[src/rtl/fetch_unit_if.sv]
// fetch_unit_if: redirect, imem request/response and decode-side handshakes.
// master = fetch_unit side, slave = memory/decode environment side.
interface fetch_unit_if;
  logic        redirect_valid;
  logic [31:0] redirect_pc;
  logic        imem_req_valid;
  logic [31:0] imem_req_addr;
  logic        imem_req_ready;
  logic        imem_resp_valid;
  logic [31:0] imem_resp_data;
  logic        inst_valid;
  logic [31:0] inst_pc;
  logic [31:0] inst_data;
  logic        inst_ready;

  modport master (
    input  redirect_valid, redirect_pc,
    input  imem_req_ready,
    input  imem_resp_valid, imem_resp_data,
    input  inst_ready,
    output imem_req_valid, imem_req_addr,
    output inst_valid, inst_pc, inst_data
  );

  modport slave (
    output redirect_valid, redirect_pc,
    output imem_req_ready,
    output imem_resp_valid, imem_resp_data,
    output inst_ready,
    input  imem_req_valid, imem_req_addr,
    input  inst_valid, inst_pc, inst_data
  );
endinterface

[src/rtl/fetch_unit.sv]
// fetch_unit: single-outstanding imem fetcher feeding a 2-entry inst queue.
// Ports: clk, rst (sync, active-high), bus (fetch_unit_if.master).
module fetch_unit #(
  parameter logic [31:0] RESET_PC = 32'h0000_0000
) (
  input logic          clk,
  input logic          rst,
  fetch_unit_if.master bus
);

  typedef enum logic [1:0] {
    S_REQ,
    S_WAIT,
    S_DROP
  } state_t;

  state_t      r_state;
  logic [31:0] r_fetch_pc;
  logic [31:0] r_req_pc;
  logic [31:0] r_q_pc   [2];
  logic [31:0] r_q_data [2];
  logic        r_wptr;
  logic        r_rptr;
  logic [1:0]  r_count;

  logic        w_redir;
  logic [31:0] w_redir_pc;
  logic        w_hs;
  logic        w_resp;
  logic        w_push;
  logic        w_pop;
  logic        w_inst_valid;

  assign w_redir    = bus.redirect_valid;
  assign w_redir_pc = bus.redirect_pc & 32'hFFFF_FFFC;
  assign w_resp     = bus.imem_resp_valid;

  // Outputs are forced low while rst is held.
  assign bus.imem_req_valid = !rst &&
                              (r_state == S_REQ) &&
                              (r_count != 2'd2);
  assign bus.imem_req_addr  = r_fetch_pc;

  assign w_inst_valid   = !rst && (r_count != 2'd0);
  assign bus.inst_valid = w_inst_valid;
  assign bus.inst_pc    = w_inst_valid ? r_q_pc[r_rptr]   : 32'h0;
  assign bus.inst_data  = w_inst_valid ? r_q_data[r_rptr] : 32'h0;

  assign w_hs   = bus.imem_req_valid & bus.imem_req_ready;
  // A redirect kills both the arriving response and the head pop.
  assign w_push = (r_state == S_WAIT) && w_resp && !w_redir;
  assign w_pop  = w_inst_valid && bus.inst_ready && !w_redir;

  always_ff @(posedge clk) begin
    if (rst) begin
      r_state    <= S_REQ;
      r_fetch_pc <= RESET_PC;
      r_req_pc   <= 32'h0;
      r_count    <= 2'd0;
      r_wptr     <= 1'b0;
      r_rptr     <= 1'b0;
    end else begin
      if (w_hs)
        r_req_pc <= r_fetch_pc;

      if (w_redir)
        r_fetch_pc <= w_redir_pc;
      else if (w_hs)
        r_fetch_pc <= r_fetch_pc + 32'd4;

      if (w_redir) begin
        r_count <= 2'd0;
        r_wptr  <= 1'b0;
        r_rptr  <= 1'b0;
      end else begin
        if (w_push) begin
          r_q_pc[r_wptr]   <= r_req_pc;
          r_q_data[r_wptr] <= bus.imem_resp_data;
          r_wptr           <= ~r_wptr;
        end
        if (w_pop)
          r_rptr <= ~r_rptr;
        unique case ({w_push, w_pop})
          2'b10:   r_count <= r_count + 2'd1;
          2'b01:   r_count <= r_count - 2'd1;
          default: r_count <= r_count;
        endcase
      end

      unique case (r_state)
        S_REQ:
          if (w_hs)
            r_state <= w_redir ? S_DROP : S_WAIT;
        S_WAIT:
          if (w_resp)
            r_state <= S_REQ;
          else if (w_redir)
            r_state <= S_DROP;
        S_DROP:
          if (w_resp)
            r_state <= S_REQ;
        default:
          r_state <= S_REQ;
      endcase
    end
  end

endmodule

[src/flat_wrapper.sv]
// flat-port wrapper written by rule: the top's interface ports become plain ports
module fetch_unit_flat 
#(
  parameter logic [31:0] RESET_PC = 32'h0000_0000
)
  (clk, rst, bus_redirect_valid, bus_redirect_pc, bus_imem_req_ready, bus_imem_resp_valid, bus_imem_resp_data, bus_inst_ready, bus_imem_req_valid, bus_imem_req_addr, bus_inst_valid, bus_inst_pc, bus_inst_data);
  fetch_unit_if bus_i ();
  input logic clk;
  input logic rst;
  input wire logic [$bits(bus_i.redirect_valid)-1:0] bus_redirect_valid;
  input wire logic [$bits(bus_i.redirect_pc)-1:0] bus_redirect_pc;
  input wire logic [$bits(bus_i.imem_req_ready)-1:0] bus_imem_req_ready;
  input wire logic [$bits(bus_i.imem_resp_valid)-1:0] bus_imem_resp_valid;
  input wire logic [$bits(bus_i.imem_resp_data)-1:0] bus_imem_resp_data;
  input wire logic [$bits(bus_i.inst_ready)-1:0] bus_inst_ready;
  output wire logic [$bits(bus_i.imem_req_valid)-1:0] bus_imem_req_valid;
  output wire logic [$bits(bus_i.imem_req_addr)-1:0] bus_imem_req_addr;
  output wire logic [$bits(bus_i.inst_valid)-1:0] bus_inst_valid;
  output wire logic [$bits(bus_i.inst_pc)-1:0] bus_inst_pc;
  output wire logic [$bits(bus_i.inst_data)-1:0] bus_inst_data;
  assign bus_i.redirect_valid = bus_redirect_valid;
  assign bus_i.redirect_pc = bus_redirect_pc;
  assign bus_i.imem_req_ready = bus_imem_req_ready;
  assign bus_i.imem_resp_valid = bus_imem_resp_valid;
  assign bus_i.imem_resp_data = bus_imem_resp_data;
  assign bus_i.inst_ready = bus_inst_ready;
  assign bus_imem_req_valid = bus_i.imem_req_valid;
  assign bus_imem_req_addr = bus_i.imem_req_addr;
  assign bus_inst_valid = bus_i.inst_valid;
  assign bus_inst_pc = bus_i.inst_pc;
  assign bus_inst_data = bus_i.inst_data;
  fetch_unit #(.RESET_PC(RESET_PC)) u_core (.clk(clk), .rst(rst), .bus(bus_i));
endmodule
[config.mk]
export PLATFORM = sky130hd
export DESIGN_NAME = fetch_unit_flat
export DESIGN_NICKNAME = d
export VERILOG_FILES = /design/src/rtl/fetch_unit_if.sv /design/src/rtl/fetch_unit.sv /design/src/flat_wrapper.sv
export SDC_FILE = /design/constraint.sdc
export NUM_CORES = 1
export LEC_CHECK = 0
export BUFFER_PORTS_ARGS = -buffer_cell sky130_fd_sc_hd__buf_2
export CELL_PAD_IN_SITES_DETAIL_PLACEMENT = 0
export CELL_PAD_IN_SITES_GLOBAL_PLACEMENT = 1
export CORE_UTILIZATION = 35
export CTS_CLUSTER_SIZE = 30
export DETAILED_ROUTE_END_ITERATION = 8
export HOLD_SLACK_MARGIN = 0.03
export PLACE_DENSITY = 0.74
export SETUP_SLACK_MARGIN = 0.4
export SKIP_LAST_GASP = 1
export SYNTH_ARGS = -nofsm -noshare
export SYNTH_HDL_FRONTEND = slang
export SYNTH_SLANG_ARGS = --single-unit
[constraint.sdc]
create_clock -name clk -period 6.4 [get_ports clk]
set_input_delay 0.96 -clock clk [delete_from_list [all_inputs] [get_ports clk]]
set_output_delay 0.96 -clock clk [all_outputs]
set_load 0.01 [all_outputs]
==> results.sh, run 1 <==
export IMPL_diodes=0
export IMPL_path_class="in -> out"
export IMPL_crit_fanout=63
export IMPL_synth_commonest_cells="edfxtp_1 (124), nor2_1 (94), nand2_1 (75)"
export IMPL_finalHoldViolCount=0
export IMPL_critical_path_startpoint="rst"
export IMPL_clockRootBuffer="clkbuf_16"
export IMPL_power_report_internal_total_mw=1.90
export IMPL_clkTransAtPathRegs_ps=70
export IMPL_setup_viol=0
export IMPL_power_density_nw_per_um2=266
export IMPL_synthCells=647
export IMPL_detail_route_antenna_nets=0
export IMPL_pin_count=168
export IMPL_synth_top_area_frac=0.480
export IMPL_totalWireLength_mm=16.5
export IMPL_dieArea_sq_um=22800
export IMPL_outcome="complete, but fails checks"
export IMPL_cts_sinks=191
export IMPL_ctsResizeCount=0
export IMPL_post_cts_setup_buffer_count=0
export IMPL_ys_top_cells_by_area="edfxtp_1 (48%), dfxtp_1 (17%), mux2i_1 (8.1%), nor2_1 (4.5%), nand2_1 (3.6%)"
export IMPL_layout_nets=868
export IMPL_first_iter_violations=251
export IMPL_yosys_cell_types_count=49
export IMPL_synth_edf_count=124
export IMPL_p_sw_mw=0.597
export IMPL_viasPerCell=4.73
export IMPL_first_pass_iters=8
export IMPL_power_frac_seq=0.547
export IMPL_area_delta_synth_final_pct=20.9
export IMPL_min_period_over_period=0.585
export IMPL_slew_headroom=0.258
export IMPL_p_leak_nw=3.50
export IMPL_dieWidth_um=151
export IMPL_port_buffers=161
export IMPL_syn_area_sq_um=7760
export IMPL_hp_class="reg -> reg"
export IMPL_antenna_found_initial=0
export IMPL_grt_use_total=0.148
export IMPL_post_dp_hpwl_mm=10.6
export IMPL_min_delay_start="u_core.r_req_pc[30]$_SDFFE_PP0P_"
export IMPL_drc=1
export IMPL_gp_congestion=0.763
export IMPL_cts_tree="yes"
export IMPL_p_comb_frac=0.045
export IMPL_cp_required_ps=5440
export IMPL_yosysTopAreaCell="edfxtp_1"
export IMPL_start_kind="input pin"
export IMPL_clk_path_buf_depth=2
export IMPL_slew_violations=0
export IMPL_core_area_sq_um=21800
export IMPL_synth_seq_area_share=0.652
export IMPL_drive_above_1_share=0.262
export IMPL_switching_share=0.239
export IMPL_vias=5149
export IMPL_grt_pass1_wl_mm=25.4
export IMPL_rsz0062_at_grt="false"
export IMPL_irDropWorstVdd_mv=0.162
export IMPL_die_h_um=151
export IMPL_synthArstFlopShare=0
export IMPL_grt_max_degree=81
export IMPL_max_cap_violations=0
export IMPL_synthMostInstantiatedCell="edfxtp_1"
export IMPL_avgSynthCellArea_sq_um=12.0
export IMPL_worstMarginPinSlew_ps=1110
export IMPL_finalCriticalPeriod_ps=3750
export IMPL_grt_overflow=0
export IMPL_yosysWarnings=0
export IMPL_rows=54
export IMPL_hold_worst_slack_ps=454
export IMPL_r2r_start="u_core.r_count[0]$_SDFFE_PP0P_"
export IMPL_fin_worst_skew_ps=10.2
export IMPL_violations="design-rule violations"
export IMPL_first_global_vias=4777
export IMPL_clk_latency_ps=430
export IMPL_drt_wirelength_per_cell_um=15.1
export IMPL_worstSetupEndpointType="output port"
export IMPL_final_setup_tns_ps=0
export IMPL_ys_seq_elements=191
export IMPL_max_freq_ghz=0.267
export IMPL_cts_max_level=4
export IMPL_initial_core_util=0.357
export IMPL_hold_buffers=0
export IMPL_cp_arrival_ps=2790
export IMPL_synth_ff_type="edfxtp_1"
export IMPL_numCtsBuffers=17
export IMPL_power_frac_clock=0.407
## logic make-up (layout without fill, tap and decap cells)
logic type,Yosys count,count (layout),share of synthesized area
other,1,4,0.000483
xor gates and xnor gates,29,29,0.0327
muxes,64,64,0.0827
DFF,191,191,0.652
adders and majority gates,2,2,0.00322
AOI/OAI and AO/OA,74,74,0.0582
and+or+nand+nor,239,239,0.142
buffers and inverters,47,206,0.0280
## worst max-delay path: stages
cell and delay, ps:
buf_2 490, inv_2 40, buf_4 270, o21ai_4 90
buf_4 550, nor2_1 140, buf_2 170
## cells in the final DEF, fill, tap and decap left out, types with 2 or more instances in the layout
| cell | count |
|---|---|
| nor2_1 | 94 |
| a21oi_1 | 9 |
| dfxtp_1 | 66 |
| nor3b_1 | 2 |
| nor3_2 | 3 |
| buf_2 | 161 |
| edfxtp_1 | 124 |
| nand3_2 | 2 |
| nand2b_1 | 3 |
| a311oi_1 | 2 |
| o21a_1 | 2 |
| inv_6 | 4 |
| nor2b_1 | 2 |
| conb_1 | 4 |
| xnor2_1 | 7 |
| a211oi_1 | 18 |
| nand2_1 | 75 |
| xor2_1 | 22 |
| buf_4 | 5 |
| nand4_1 | 18 |
| mux2i_1 | 63 |
| inv_8 | 3 |
| clkinv_2 | 2 |
| inv_1 | 7 |
| or3_1 | 3 |
| o21ai_0 | 33 |
| ha_1 | 2 |
| o22ai_1 | 4 |
| nor3_1 | 4 |
| clkbuf_16 | 17 |
| and2_1 | 5 |
| clkinv_8 | 3 |
| and3_1 | 9 |
| clkinv_4 | 2 |
| nand3_1 | 11 |
## registers in the layout, summed over array words and instances (netlist names), named ones only
name                      flops
u_core.r_q_pc                60
u_core.r_wptr                 1
u_core.r_count                2
u_core.r_req_pc              30
u_core.bus.imem_req_addr     30
u_core.r_state                2
u_core.r_rptr                 1
u_core.r_q_data              64
## metal layers
layer  GRT usage  up-vias  part of all wire
li1            -     2615                 -
met4      0.0565        0             0.016
met3      0.0307       16             0.053
met5           0        -                 0
met2       0.219      146              0.43
met1       0.211     2372              0.50
## per-stage QoR
| step | power, mW | cells | setup slack (ps) | instance area, sq um | util |
|---|---|---|---|---|---|
| 2_1_floorplan | 1.45 | 650 | 148 | 7780 | - |
| 3_3_place_gp | 1.51 | 1057 | 2590 | 8810 | 0.405 |
| 3_5_place_dp | 1.51 | 1057 | 2580 | 8810 | 0.405 |
| 4_1_cts | 2.53 | 1089 | 2600 | 9390 | 0.431 |
| 5_1_grt | 2.60 | 1089 | 2500 | 9390 | 0.431 |
| 6_report | 2.50 | 1089 | 2650 | 9390 | 0.431 |
## cell type report
type,count,area (sq um)
fill,2094,12400
sequential,191,5070
multi-input combinational,412,2510
timing repair buffer,166,843
clock buffer,17,425
tap,280,350
clock inverter,15,153
inverter,8,30.0
## power groups by stage
| stage | clock network, mW | registers [mW] | logic (mW) |
|---|---|---|---|
| 2_1_floorplan | 0 | 1.39 | 0.0627 |
| 3_5_place_dp | 0 | 1.39 | 0.114 |
| 4_1_cts | 1.05 | 1.37 | 0.115 |
| 6_report | 1.02 | 1.37 | 0.113 |
| 5_1_grt | 1.10 | 1.37 | 0.128 |
| 3_3_place_gp | 0 | 1.39 | 0.112 |
## path summary, 6_finish.rpt
kind	cells after the start	end	slack (ps)
max reg2reg	5	u_core.bus.imem_req_addr[28]$_SDFFE_PP0P_	4130
min	0	u_core.r_q_pc[0][30]$_DFFE_PP_	450
min reg2reg	0	u_core.r_q_pc[0][30]$_DFFE_PP_	450
max	7	bus_inst_data[9]	2650
(Power assumes the default switching activity.)
==> run 2: changes to the inputs <==
clock period = 3.1 ns   (was 6.4 ns; I/O delays follow)
==> run 2 against run 1 <==
The run now ends clean. Final cell count up 0.28%. Critical path type unchanged. Register-to-register slack worse by 3200 ps. First-iteration DRC count down 3.6%. Clock power up 110%. Sequential cell count unchanged. Critical path depth down 1. Core utilization up 0.49 points. Hold slack worse by 230 ps. Non-clock buffer count up 3. Total power up 110%.
==> results.sh, run 2 (synthesis gave the netlist of run 1 again) <==
export IMPL_outcome="completed"
export IMPL_grt_max_degree=63
export IMPL_final_area_sq_um=9490
export IMPL_viasPerCell=4.70
export IMPL_dieWidth_um=151
export IMPL_drt_wirelength_per_cell_um=15.3
export IMPL_min_path_cells=1
export IMPL_core_area_sq_um=21800
export IMPL_port_buffers=161
export IMPL_area_delta_synth_final_pct=22.2
export IMPL_reg_top3="u_core.r_q_data x64, u_core.r_q_pc x60"
export IMPL_detail_route_antenna_nets=0
export IMPL_cp_required_ps=2630
export IMPL_clockRootBuffer="clkbuf_16"
export IMPL_slew_headroom=0.515
export IMPL_cts_tree="yes"
export IMPL_first_iter_violations=242
export IMPL_ff2ff_path_depth=6
export IMPL_grt_pass1_wl_mm=25.0
export IMPL_die_h_um=151
export IMPL_most_common_layout_cells="buf_2 (161), edfxtp_1 (124), nor2_1 (94), nand2_1 (74), dfxtp_1 (66)"
export IMPL_finalCriticalPeriod_ps=2470
export IMPL_n_fill_cell=2094
export IMPL_totalWireLength_mm=16.7
export IMPL_grt_use_total=0.145
export IMPL_finalHoldViolCount=0
export IMPL_grt_overflow=0
export IMPL_initial_core_util=0.357
export IMPL_ctsResizeCount=0
export IMPL_post_dp_hpwl_mm=11.1
export IMPL_cts_max_level=4
export IMPL_hold_worst_slack_ps=228
export IMPL_worstSetupEndpointType="output port"
export IMPL_finish_utilization=0.436
export IMPL_drive_above_1_share=0.266
export IMPL_worstMarginPinSlew_ps=723
export IMPL_clk_path_buf_depth=2
export IMPL_largest_reg_flops=64
export IMPL_worst_slack_ps=628
export IMPL_cp_arrival_ps=2010
export IMPL_path_class="in -> out"
export IMPL_vias=5136
export IMPL_max_freq_ghz=0.405
export IMPL_drc=0
export IMPL_final_common_cell="buf_2"
export IMPL_layout_nets=871
export IMPL_setup_viol=0
export IMPL_final_setup_tns_ps=0
export IMPL_numCtsBuffers=17
export IMPL_start_kind="input pin"
export IMPL_max_cap_violations=0
export IMPL_power_density_nw_per_um2=548
export IMPL_crit_fanout=31
export IMPL_r2r_setup_slack_ps=940
export IMPL_pin_count=168
export IMPL_pre_cts_ws_ps=572
export IMPL_min_period_over_period=0.797
export IMPL_diodes=0
export IMPL_gp_congestion=0.754
export IMPL_rsz0062_at_grt="false"
export IMPL_clk_latency_ps=420
export IMPL_clkTransAtPathRegs_ps=70
export IMPL_hp_class="in -> reg"
export IMPL_hold_buffers=0
export IMPL_cts_sinks=191
export IMPL_rows=54
export IMPL_regMostFlops="u_core.r_q_data"
export IMPL_irDropWorstVdd_mv=0.358
export IMPL_first_pass_iters=6
export IMPL_dieArea_sq_um=22800
export IMPL_antenna_found_initial=0
export IMPL_dpl_cell_area_sq_um=8910
export IMPL_fin_worst_skew_ps=12.0
export IMPL_first_global_vias=4630
export IMPL_slew_violations=0
export IMPL_p_leak_nw=3.54
export IMPL_post_cts_setup_buffer_count=0
run 2: cell types whose count changed in the layout (fill, tap and decap cells not counted), sizes merged:
cell    delta
clkinv     -2
bufinv     +1
buf        +3
clkbuf     +1
run 2: path summary, 6_finish.rpt:
path,start,to
max,rst,bus_inst_pc[21]
max reg2reg,u_core.r_count[0]$_SDFFE_PP0P_,u_core.bus.imem_req_addr[27]$_SDFFE_PP0P_
min reg2reg,u_core.r_req_pc[12]$_SDFFE_PP0P_,u_core.r_q_pc[0][12]$_DFFE_PP_
min,bus_imem_resp_data[6],u_core.r_q_data[1][6]$_DFFE_PP_
run 2: report_power, final:
group / internal (mW) / leakage, nW / total [mW] / switching, mW
combinational: 0.100 / 1.52 / 0.237 / 0.137
sequential: 2.75 / 1.74 / 2.82 / 0.0682
clock: 1.14 / 0.283 / 2.14 / 1.00
total: 4.00 / 3.54 / 5.20 / 1.21
run 2: critical path: stages:
cell and delay [ps]:
buf_2 490, inv_2 210, o21ai_4 310, buf_4 310, nor2_1 80, buf_2 140
run 2: layout make-up:
type / instances / area (sq um) / area share
Timing Repair Buffer: 169 / 916 / 0.0965
Inverter: 8 / 35.0 / 0.00369
Clock buffer: 18 / 429 / 0.0452
Tap cell: 280 / 350 / 0.0369
Multi-Input combinational cell: 412 / 2540 / 0.268
Sequential cell: 191 / 5070 / 0.534
Clock inverter: 14 / 149 / 0.0157
run 2: metrics by stage:
stage | total power, mW | cells
6_report | 5.20 | 1092
3_3_place_gp | 3.11 | 1060
4_1_cts | 5.26 | 1092
3_5_place_dp | 3.12 | 1060
5_1_grt | 5.39 | 1092
2_1_floorplan | 3.00 | 650
run 2: routing by layer:
layer / GRT usage / wire length, um / vias to the layer above
li1: - / - / 2620
met4: 0.0575 / 204 / 0
met1: 0.210 / 8330 / 2349
met5: 0 / 0 / -
met3: 0.0277 / 969 / 14
met2: 0.213 / 7150 / 153
